===== config.mk =====
export PLATFORM = sky130hd
export DESIGN_NAME = inst_encode_loader
export DESIGN_NICKNAME = d
export VERILOG_FILES = /design/src/rtl/inst_encode_loader_pkg.sv /design/src/rtl/inst_encode_loader_encode_inst.sv /design/src/rtl/inst_encode_loader.sv
export SDC_FILE = /design/constraint.sdc
export NUM_CORES = 1
export LEC_CHECK = 0
export ABC_AREA = 1
export CORE_ASPECT_RATIO = 0.5
export CORE_UTILIZATION = 40
export DETAILED_ROUTE_END_ITERATION = 8
export HOLD_SLACK_MARGIN = 0.1
export PLACE_DENSITY = 0.73
export SLEW_MARGIN = 10
export SYNTH_ARGS = -nofsm -noshare
export SYNTH_HDL_FRONTEND = slang
export SYNTH_HIERARCHICAL = 1
export SYNTH_SLANG_ARGS = --single-unit

===== constraint.sdc =====
create_clock -name clk -period 7.2 [get_ports clk]
set_input_delay 0.72 -clock clk [delete_from_list [all_inputs] [get_ports clk]]
set_output_delay 0.72 -clock clk [all_outputs]
set_load 0.02 [all_outputs]

===== src/rtl/inst_encode_loader_pkg.sv =====
// Shared types for the instruction-encode loader: format codes, opcode constants
// and loader FSM states.
package inst_encode_loader_pkg;

   typedef enum logic [2:0] {
      FmtR = 3'd0,
      FmtI = 3'd1,
      FmtS = 3'd2,
      FmtU = 3'd3,
      FmtB = 3'd4,
      FmtJ = 3'd5
   } fmt_e;

   localparam logic [6:0] OPC_LOAD   = 7'h03;
   localparam logic [6:0] OPC_OP_IMM = 7'h13;
   localparam logic [6:0] OPC_AUIPC  = 7'h17;
   localparam logic [6:0] OPC_STORE  = 7'h23;
   localparam logic [6:0] OPC_OP     = 7'h33;
   localparam logic [6:0] OPC_LUI    = 7'h37;
   localparam logic [6:0] OPC_BRANCH = 7'h63;
   localparam logic [6:0] OPC_JALR   = 7'h67;
   localparam logic [6:0] OPC_JAL    = 7'h6F;

   typedef enum logic [1:0] {
      StIdle,
      StLoad,
      StDrain,
      StDone
   } state_e;

endpackage


===== src/rtl/inst_encode_loader_encode_inst.sv =====
// Combinational RV32I field-to-word encoder, the inverse of the pipeline decoder.
// With INST_ENCODE_CHECK_EN defined, also flags fields that cannot round-trip.
module encode_inst
   import inst_encode_loader_pkg::*;
(
   input  logic [2:0]  fmt,
   input  logic [6:0]  opcode,
   input  logic [4:0]  rd,
   input  logic [4:0]  rs1,
   input  logic [4:0]  rs2,
   input  logic [2:0]  funct3,
   input  logic [6:0]  funct7,
   input  logic [31:0] imm,
   output logic [31:0] word,
   output logic        bad
);

   always_comb begin
      word = '0;
      case (fmt)
         FmtR:    word = {funct7, rs2, rs1, funct3, rd, opcode};
         FmtI:    word = {imm[11:0], rs1, funct3, rd, opcode};
         FmtS:    word = {imm[11:5], rs2, rs1, funct3, imm[4:0], opcode};
         FmtB:    word = {imm[12], imm[10:5], rs2, rs1, funct3, imm[4:1], imm[11], opcode};
         FmtU:    word = {imm[31:12], rd, opcode};
         FmtJ:    word = {imm[20], imm[10:1], imm[11], imm[19:12], rd, opcode};
         default: word = '0;
      endcase
   end

`ifdef INST_ENCODE_CHECK_EN
   // Immediate must be the sign extension of the bits the format can hold.
   always_comb begin
      bad = (opcode[1:0] != 2'b11);
      case (fmt)
         FmtR: ;
         FmtI, FmtS: if (imm[31:11] != {21{imm[11]}}) bad = 1'b1;
         FmtB: if ((imm[31:12] != {20{imm[12]}}) || imm[0]) bad = 1'b1;
         FmtJ: if ((imm[31:20] != {12{imm[20]}}) || imm[0]) bad = 1'b1;
         FmtU: if (imm[11:0] != 12'h000) bad = 1'b1;
         default: bad = 1'b1;
      endcase
   end
`else
   assign bad = 1'b0;
`endif

endmodule


===== src/rtl/inst_encode_loader.sv =====
// Program loader: encodes instruction descriptions, queues them in a FIFO and writes
// them to sequential instruction-memory addresses. INST_ENCODE_CHECK_EN enables error.
module inst_encode_loader
   import inst_encode_loader_pkg::*;
#(
   parameter int unsigned       DEPTH     = 4,
   parameter int unsigned       ADDR_W    = 32,
   parameter logic [ADDR_W-1:0] BASE_ADDR = '0
) (
   input  logic              clk,
   input  logic              rst_n,
   input  logic              start,
   input  logic              in_valid,
   output logic              in_ready,
   input  logic [2:0]        in_type,
   input  logic [6:0]        in_opcode,
   input  logic [4:0]        in_rd,
   input  logic [4:0]        in_rs1,
   input  logic [4:0]        in_rs2,
   input  logic [2:0]        in_funct3,
   input  logic [6:0]        in_funct7,
   input  logic [31:0]       in_imm,
   input  logic              in_last,
   output logic              mem_wr_en,
   output logic [ADDR_W-1:0] mem_wr_addr,
   output logic [31:0]       mem_wr_data,
   input  logic              mem_wr_ready,
   output logic              busy,
   output logic              done,
   output logic [15:0]       count,
   output logic              error
);

   localparam int unsigned PTR_W = $clog2(DEPTH);

   state_e            state_q, state_d;
   logic [31:0]       fifo_q [DEPTH];
   logic [PTR_W-1:0]  wr_ptr_q, rd_ptr_q;
   logic [PTR_W:0]    cnt_q, cnt_d;
   logic [ADDR_W-1:0] addr_q;
   logic [15:0]       count_q;
   logic [31:0]       enc_word;
   logic              enc_bad;
   logic              empty, full, push, pop, start_ok;

   encode_inst u_encode (
      .fmt    (in_type),
      .opcode (in_opcode),
      .rd     (in_rd),
      .rs1    (in_rs1),
      .rs2    (in_rs2),
      .funct3 (in_funct3),
      .funct7 (in_funct7),
      .imm    (in_imm),
      .word   (enc_word),
      .bad    (enc_bad)
   );

   assign empty       = (cnt_q == '0);
   assign full        = (cnt_q == (PTR_W + 1)'(DEPTH));
   assign in_ready    = (state_q == StLoad) && !full;
   assign push        = in_valid && in_ready;
   assign mem_wr_en   = !empty;
   assign pop         = mem_wr_en && mem_wr_ready;
   assign mem_wr_data = empty ? 32'h0 : fifo_q[rd_ptr_q];
   assign mem_wr_addr = addr_q;
   assign count       = count_q;
   assign busy        = (state_q == StLoad) || (state_q == StDrain);
   assign done        = (state_q == StDone);
   assign start_ok    = start && ((state_q == StIdle) || (state_q == StDone));

   always_comb begin
      cnt_d = cnt_q;
      if (push && !pop) begin
         cnt_d = cnt_q + (PTR_W + 1)'(1);
      end else if (!push && pop) begin
         cnt_d = cnt_q - (PTR_W + 1)'(1);
      end
   end

   // DRAIN looks at next occupancy so done rises the cycle after the final write.
   always_comb begin
      state_d = state_q;
      unique case (state_q)
         StIdle, StDone: if (start) state_d = StLoad;
         StLoad:         if (push && in_last) state_d = StDrain;
         StDrain:        if (cnt_d == '0) state_d = StDone;
         default:        state_d = StIdle;
      endcase
   end

   always_ff @(posedge clk or negedge rst_n) begin
      if (!rst_n) begin
         state_q  <= StIdle;
         wr_ptr_q <= '0;
         rd_ptr_q <= '0;
         cnt_q    <= '0;
         addr_q   <= BASE_ADDR;
         count_q  <= '0;
      end else begin
         state_q <= state_d;
         cnt_q   <= cnt_d;
         if (push) wr_ptr_q <= wr_ptr_q + PTR_W'(1);
         if (pop)  rd_ptr_q <= rd_ptr_q + PTR_W'(1);
         if (start_ok) begin
            addr_q  <= BASE_ADDR;
            count_q <= '0;
         end else if (pop) begin
            addr_q  <= addr_q + ADDR_W'(4);
            count_q <= count_q + 16'd1;
         end
      end
   end

   always_ff @(posedge clk) begin
      if (push) fifo_q[wr_ptr_q] <= enc_word;
   end

`ifdef INST_ENCODE_CHECK_EN
   logic error_q;

   always_ff @(posedge clk or negedge rst_n) begin
      if (!rst_n) begin
         error_q <= 1'b0;
      end else if (start_ok) begin
         error_q <= 1'b0;
      end else if (push && enc_bad) begin
         error_q <= 1'b1;
      end
   end

   assign error = error_q;
`else
   // The encoder drives a constant 0 flag when checking is not built.
   assign error = enc_bad;
`endif

endmodule


==> flow_summary.json <==
{
  "setup_tns_ps": 0,
  "die_y_um": 108.4,
  "drive_above_1_share": 0.07498,
  "antenna_found_initial": 0,
  "status": "finished, final reports clean",
  "crit_path_end_kind": "primary output",
  "startpoint_type": "flip-flop",
  "vias": 7259,
  "grt-ovfl-total": 0,
  "grt_max_degree": 66,
  "max_freq_mhz": 298.6,
  "hp-class": "in -> async",
  "syn2layout_area_growth_pct": 26.37,
  "layout_commonest_cell": "nand2_1",
  "cts_sinks": 183,
  "routed_wirelength_mm": 22.81,
  "detail_route.first_pass.iterations": 5,
  "cts_max_path_buffers": 2,
  "final_core_util": 0.5225,
  "power.density_mw_per_mm2": 341.6,
  "slew_headroom": 0.2104,
  "ios": 158,
  "tritoncts": "done",
  "r2r_cells": 5,
  "r2r_start": "cnt_q[0]$_DFF_PN0_",
  "min_period_over_period": 0.4652,
  "final.setup.worst_slack_ps": 3851,
  "cp.arrival_ps": 2630,
  "slew_viol_final": 0,
  "leakage_nw": 4.496,
  "start_util": 0.4135,
  "syn_avg_cell_area_sq_um": 9.145,
  "die-area_sq_mm": 0.02330,
  "drtIter0Drc": 473,
  "crit_fanout": 65,
  "final_cell_mix": "205 x nand2_1, 181 x nor2_1, 153 x clkdlybuf4s50_1",
  "grt_usage": 0.2004,
  "clk_latency_ps": 430,
  "finalClockSkew_ps": 10.10,
  "post_cts_buffers": 0,
  "die_x_um": 214.9,
  "cts_made_buffers": 17,
  "synth_area_sq_mm": 0.009062,
  "place_hpwl_mm": 15.18,
  "cts_root_buf": "clkbuf_16",
  "max_slew.worst_pin.slew_ps": 1183,
  "netlist-cell-type-count": 44,
  "r2r-end": "fifo_q[1][14]$_DFFE_PP_",
  "placementRows": 38,
  "rrSetupSlack_ps": 4620,
  "core_area_sq_mm": 0.02192,
  "required_ps": 6480,
  "vias_per_cell": 5.017,
  "final.min_clock_period_ps": 3349,
  "syn_inst": 991,
  "rsz0062_at_grt": "no",
  "grt_pass1_vias": 7197,
  "wire_per_inst_um": 15.76,
  "cts.clk_slew.worst_paths_ps": 70,
  "cts_resized": 0,
  "htree_levels": 4,
  "numPortBuffers": 154,
  "grt_pass1_wl_mm": 36.31,
  "hold_violations": 0,
  "cap_viol_max_count": 0,
  "drt.antenna.violating_nets": 0,
  "fin_nets": 1220,
  "antennaDiodeCount": 0,
  "setup_viol": 0,
  "peakVddDrop_mv": 0.2388,
  "cts_hold_buf": 0,
  "drcViolationCount": 0,
  "crit_type": "reg -> out",
  "place_congestion": 0.8972,
  "synth-seq-area-share": 0.5760,
  "ys_warn_count": 6,
  "preCtsSetupSlack_ps": 4167,
  "ys_ff_latch": 183
}
how the worst max path moves through the flow:
stage,start,end,slack [ps],cells after the start
floorplan,cnt_q[0]$_DFF_PN0_,fifo_q[0][0]$_DFFE_PP_,4430,5
detailed placement,in_valid,fifo_q[1][15]$_DFFE_PP_,4170,3
CTS,rd_ptr_q[1]$_DFFE_PN0P_,mem_wr_data[3],3830,5
global route,rd_ptr_q[0]$_DFFE_PN0P_,mem_wr_data[11],3640,5
global placement,in_valid,fifo_q[1][19]$_DFFE_PP_,4210,3
finish,rd_ptr_q[0]$_DFFE_PN0P_,mem_wr_data[11],3850,6
routing by layer:
| layer | routed length, um | track usage |
|---|---|---|
| met5 | 0 | 0 |
| met4 | 455 | 0.06735 |
| met3 | 1080 | 0.03966 |
| met2 | 11500 | 0.3615 |
| met1 | 9769 | 0.2422 |
registers in the layout, summed over array words and instances, names as in the netlist:
register     flops
fifo_q         128
count           16
wr_ptr_q         2
rd_ptr_q         2
mem_wr_addr     30
cnt_q            3
state_q          2
stage by stage:
step | area [sq um] | hold WS (ps) | cells | total power (W)
after floorplan | 9066 | 424.4 | 992 | 0.002348
after global placement | 10870 | 496.4 | 1415 | 0.002978
after detailed placement | 10870 | 509.7 | 1415 | 0.003021
after CTS | 11450 | 452.3 | 1447 | 0.003943
after global routing | 11450 | 472.9 | 1447 | 0.004150
final | 11450 | 410.7 | 1447 | 0.003912
cell type report:
| cell class | count | area (sq um) |
|---|---|---|
| Tap cell | 300 | 375.4 |
| Inverter | 89 | 346.6 |
| Timing Repair Buffer | 160 | 1582 |
| Multi-Input combinational cell | 683 | 3348 |
| Clock inverter | 14 | 150.1 |
| Fill cell | 1925 | 10470 |
| Sequential cell | 183 | 5221 |
| Clock buffer | 18 | 429.2 |
worst max-delay path, cell delays in order, from the launching register on:
cell	delay, ps
dfrtp_2	360
buf_4	550
nor2_1	140
nor2_1	130
o21ai_0	100
a21oi_1	250
clkdlybuf4s50_1	650
where the power goes:
part	internal [W]	switching [W]	total, W
combinational	0.000621	0.00102	0.00164
clock	0.000465	0.000455	0.000920
sequential	0.00127	0.0000829	0.00136
total	0.00236	0.00155	0.00391
synth_stat cells (all sizes together):
cell type,number,area share
mux2i,1,0.0011
a31oi,2,0.0014
clkinv,1,0.00041
conb,2,0.00083
o21ai,91,0.051
nor4,1,0.00069
or3,1,0.00069
buf,12,0.0099
and3,2,0.0014
o21bai,1,0.00083
nand3,47,0.031
nand4,14,0.0097
o21a,1,0.00083
nand3b,1,0.0022
nor2,198,0.091
inv,88,0.038
nand2,220,0.10
a21oi,56,0.031
o211ai,1,0.00083
clkbuf,25,0.010
edfxtp,128,0.42
xor2,8,0.0077
ha,13,0.018
xnor2,2,0.0019
o31ai,2,0.0017
nor3,17,0.010
nor3b,1,0.00083
dfrtp,55,0.15
kinds of logic after synthesis:
logic type	Yosys count	share of synthesized area
buf+inv	126	0.05854
xor+xnor	10	0.009665
simple gates	502	0.2488
fa+ha+maj	13	0.01795
mux	1	0.001105
compound gates	154	0.08712
other cells	2	0.0008287
flops	183	0.5760
Power figures use the tool's default switching activity.
==> RTL change 1, RTL diff (same settings) <==
Build with the macro `INST_ENCODE_CHECK_EN` defined.
--- a/src/rtl/inst_encode_loader_encode_inst.sv
+++ b/src/rtl/inst_encode_loader_encode_inst.sv
@@ -1,4 +1,6 @@
 // Combinational RV32I field-to-word encoder, the inverse of the pipeline decoder.
 // With INST_ENCODE_CHECK_EN defined, also flags fields that cannot round-trip.
+`define INST_ENCODE_CHECK_EN
+
 module encode_inst
    import inst_encode_loader_pkg::*;
Check against the original RTL: not equivalent (Yosys sat finds a counterexample within 4 cycles, from zero or initial values and one cycle with rst_n low).
==> RTL change 1 against the original RTL <==
Count of clock-buffer cells in the layout grew 1. Clock power up 1%. Power increased by 1.5%. Highest routed layer unchanged. Largest cell class unchanged. Die area grew 3.5%. Sequential cell count increased by 1. Synthesized area is 3.5% higher. Wire length rose by 14%. Critical endpoint is now mem_wr_data[21]. Sequential share of layout area down 1.2 points. Setup slack got worse by 0.19 ns. Largest power group unchanged. Cell area up 3.1%.
==> RTL change 1: results (changes against the original RTL) <==
| Metric | Value |
|---|---|
| R2R cell count | `6 (+1)` |
| Layout cells sized above 1 | `6.47% (-1.0 points)` |
| Area after DPL | `0.0112 mm² (+3.3%)` |
| Total power | `3970 µW (+1.5%)` |
| Most common cell in the netlist | `nor2_1` |
| R2R Path End | `mem_wr_addr[17]$_DFFE_PN0P_` |
| Status | `finished, final reports clean` |
| Nets | `1311 (+7.5%)` |
| Cell variety after synth | `46 (+4.5%)` |
| Iteration count of the initial detailed-routing pass | `7 (+2)` |
| Crit-path max FO | `41 (-37%)` |
| Worst hold slack | `0.437 ns (+0.0265 ns)` |
| Overall Global Routing Usage | `22.2% (+2.2 points)` |
| Initial DRC count | `732 (+55%)` |
| Power Internal | `2430 µW (+2.8%)` |
| GR met2 Demand/Resource | `39.0% (+2.8 points)` |
| Met3 Use GR | `4.86% (+0.89 points)` |
| Routed met1 length | `11.1 mm (+13%)` |
| FF-to-FF setup slack | `4.77 ns (+0.15 ns)` |
| Worst-margin pin slew | `0.776 ns (-0.407 ns)` |
| Worst Path Arrival | `2.82 ns (+0.19 ns)` |
| Peak supply drop | `166 µV (-31%)` |
| Final GP Congestion | `0.950 (+5.9%)` |
| R2r startpoint | `state_q[0]$_DFFE_PN0P_` |
| Ys async rst share | `30.4% (+0.38 points)` |
| Met1 usage | `27.1% (+2.9 points)` |
| Top post-synthesis cells by area | `edfxtp_1, dfrtp_1, nor2_1` |
| Synth cell count leaders | `nor2_1, nand2_1, edfxtp_1` |
| DRT Wirelength | `26.1 mm (+14%)` |
| Met3 WL | `1.41 mm (+30%)` |
| Port Buf Inserts | `155 (+0.65%)` |
## RTL change 1: layout make-up
type | instances | area (µm²)
Clock inverter | 12 | 143
Timing Repair Buffer | 166 | 1630
Tap cell | 307 | 384
Inverter | 120 | 450
Fill cell | 2106 | 11100
Sequential cell | 184 | 5250
Clock buffer | 19 | 433
Multi-Input combinational cell | 736 | 3530
## RTL change 1: per-stage QoR
stage / std cells / util, % / worst slack [ns]
CTS: 1544 / 51.5 / 3.65
detailed placement: 1513 / 49.0 / 4.15
finish: 1544 / 51.5 / 3.66
floorplan: 1078 / - / 4.48
global placement: 1513 / 49.0 / 4.18
global route: 1544 / 51.5 / 3.46
## RTL change 1: logic make-up after synthesis
group / after synthesis / share of synthesized area [%]
AOI/OAI and AO/OA: 186 / 10.5
xor gates and xnor gates: 11 / 1.03
adders and majority gates: 13 / 1.73
buffers and inverters: 158 / 6.69
DFF: 184 / 55.9
muxes: 1 / 0.107
other: 1 / 0.0400
and+or+nand+nor: 523 / 24.0
==> RTL change 2, RTL diff (same settings) <==
Without the edit above. Register the output `count` once more; this adds one clock of latency there. The other outputs are not delayed to match.
--- a/src/rtl/inst_encode_loader.sv
+++ b/src/rtl/inst_encode_loader.sv
@@ -65,5 +65,7 @@
    assign mem_wr_data = empty ? 32'h0 : fifo_q[rd_ptr_q];
    assign mem_wr_addr = addr_q;
-   assign count       = count_q;
+   always_ff @(posedge clk) begin
+      count <= count_q;
+   end
    assign busy        = (state_q == StLoad) || (state_q == StDrain);
    assign done        = (state_q == StDone);
Formal check against the unedited RTL: not equivalent (Yosys sat finds a counterexample within 4 cycles, from zero or initial values and one cycle with rst_n low).
==> RTL change 2 against the original RTL <==
Wire length rose by 1.9%. Cell area increased by 3.6%. Global-route usage decreased by 0.091 points. Sequential cell count increased by 16. Power is 5.3% higher. Setup slack got worse by 0.98 ns. Utilization shrank 0.64 points. Synthesized area is 4.3% higher. Critical path type unchanged.
==> RTL change 2: results (changes against the original RTL) <==
| Metric | Value |
|---|---|
| Status | `finished, final reports clean` |
| R2R Path End | `mem_wr_addr[13]$_DFFE_PN0P_` |
| Routed vias | `7486 (+3.1%)` |
| Clk tree area frac | `5.00% (-0.058 points)` |
| Sequential area share after synthesis | `58.6% (+1.0 points)` |
| HPWL Detailed | `15.7 mm (+3.2%)` |
| First-pass GRT wire length | `37.9 mm (+4.4%)` |
| Seq. cell area | `0.00554 mm² (+6.1%)` |
| Layout cells sized above 1 | `7.11% (-0.39 points)` |
| Inverter count of the layout excluding clock inverters | `95 (+6.7%)` |
| Peak supply drop | `176 µV (-26%)` |
| Post-CTS sizing | `0 (unchanged)` |
| Layout Skew | `0.00845 ns (-0.00165 ns)` |
| Crit path max-delay cell type | `clkinv_1` |
| Initial DRC count | `652 (+38%)` |
| Overall Global Routing Usage | `19.9% (-0.091 points)` |
| Number of global-route vias before repair | `7553 (+4.9%)` |
| Nets | `1255 (+2.9%)` |
| R2R cell count | `10 (+5)` |
| Clock group share of total power | `23.3% (-0.2 points)` |
| Drt wl/cell | `15.6 µm (-1.0%)` |
| Switch share | `38.3% (-1.4 points)` |
| FF-to-FF setup slack | `4.79 ns (+0.17 ns)` |
| Top post-synthesis cells by area | `edfxtp_1, dfrtp_1, nand2_1` |
| Multi-input gate share of total cell area | `28.5% (-0.69 points)` |
| Worst-margin pin slew | `1.11 ns (-0.0692 ns)` |
| Seq cells post-synth | `199 (+8.7%)` |
| Post-Syn Instances | `1027 (+3.6%)` |
| Ys async rst share | `27.6% (-2.4 points)` |
| Hold Path Class | `reg -> reg` |
| Worst Path Arrival | `3.61 ns (+0.98 ns)` |
| Synth cell count leaders | `nand2_1, nor2_1, edfxtp_1` |
| Fin cells | `1489 (+2.9%)` |
| Crit-path max FO | `66 (+1.5%)` |
| Clk_buf instances | `17 (-1)` |
| R2r startpoint | `state_q[0]$_DFFE_PN0P_` |
| Static leakage | `0.00466 µW (+3.7%)` |
| Signal buffers | `161 (+0.63%)` |
| Seq pwr | `1470 µW (+8%)` |
| Multi-input comb cells | `695 (+1.8%)` |
| Worst path max stage delay | `0.88 ns (+0.23 ns)` |
RTL change 2: kinds of logic after synthesis:
logic type,synth area share [%]
compound gates,8.38
flops,58.6
other cells,0.0795
simple gates,24.3
fa+ha+maj,1.72
xor+xnor,0.927
buf+inv,5.91
RTL change 2: per-layer routing:
layer  routed length [µm]  global-route usage, %  share of wire, %  up-vias
met2                11500                   34.1                49      223
met4                  440                   6.02               1.9        0
met5                    0                      0                 0        -
met3                 1180                   3.51               5.1       31
li1                     -                      -                 -     3671
met1                10100                   25.8                44     3561
RTL change 2: per-stage QoR:
stage | hold slack, ns | total power, µW | instance area (µm²) | setup slack [ns]
2_1_floorplan | 0.347 | 2490 | 9450 | 4.53
3_3_place_gp | 0.370 | 3160 | 11300 | 3.44
3_5_place_dp | 0.382 | 3190 | 11300 | 3.32
4_1_cts | 0.394 | 4150 | 11900 | 2.82
5_1_grt | 0.393 | 4370 | 11900 | 2.54
6_report | 0.391 | 4120 | 11900 | 2.87
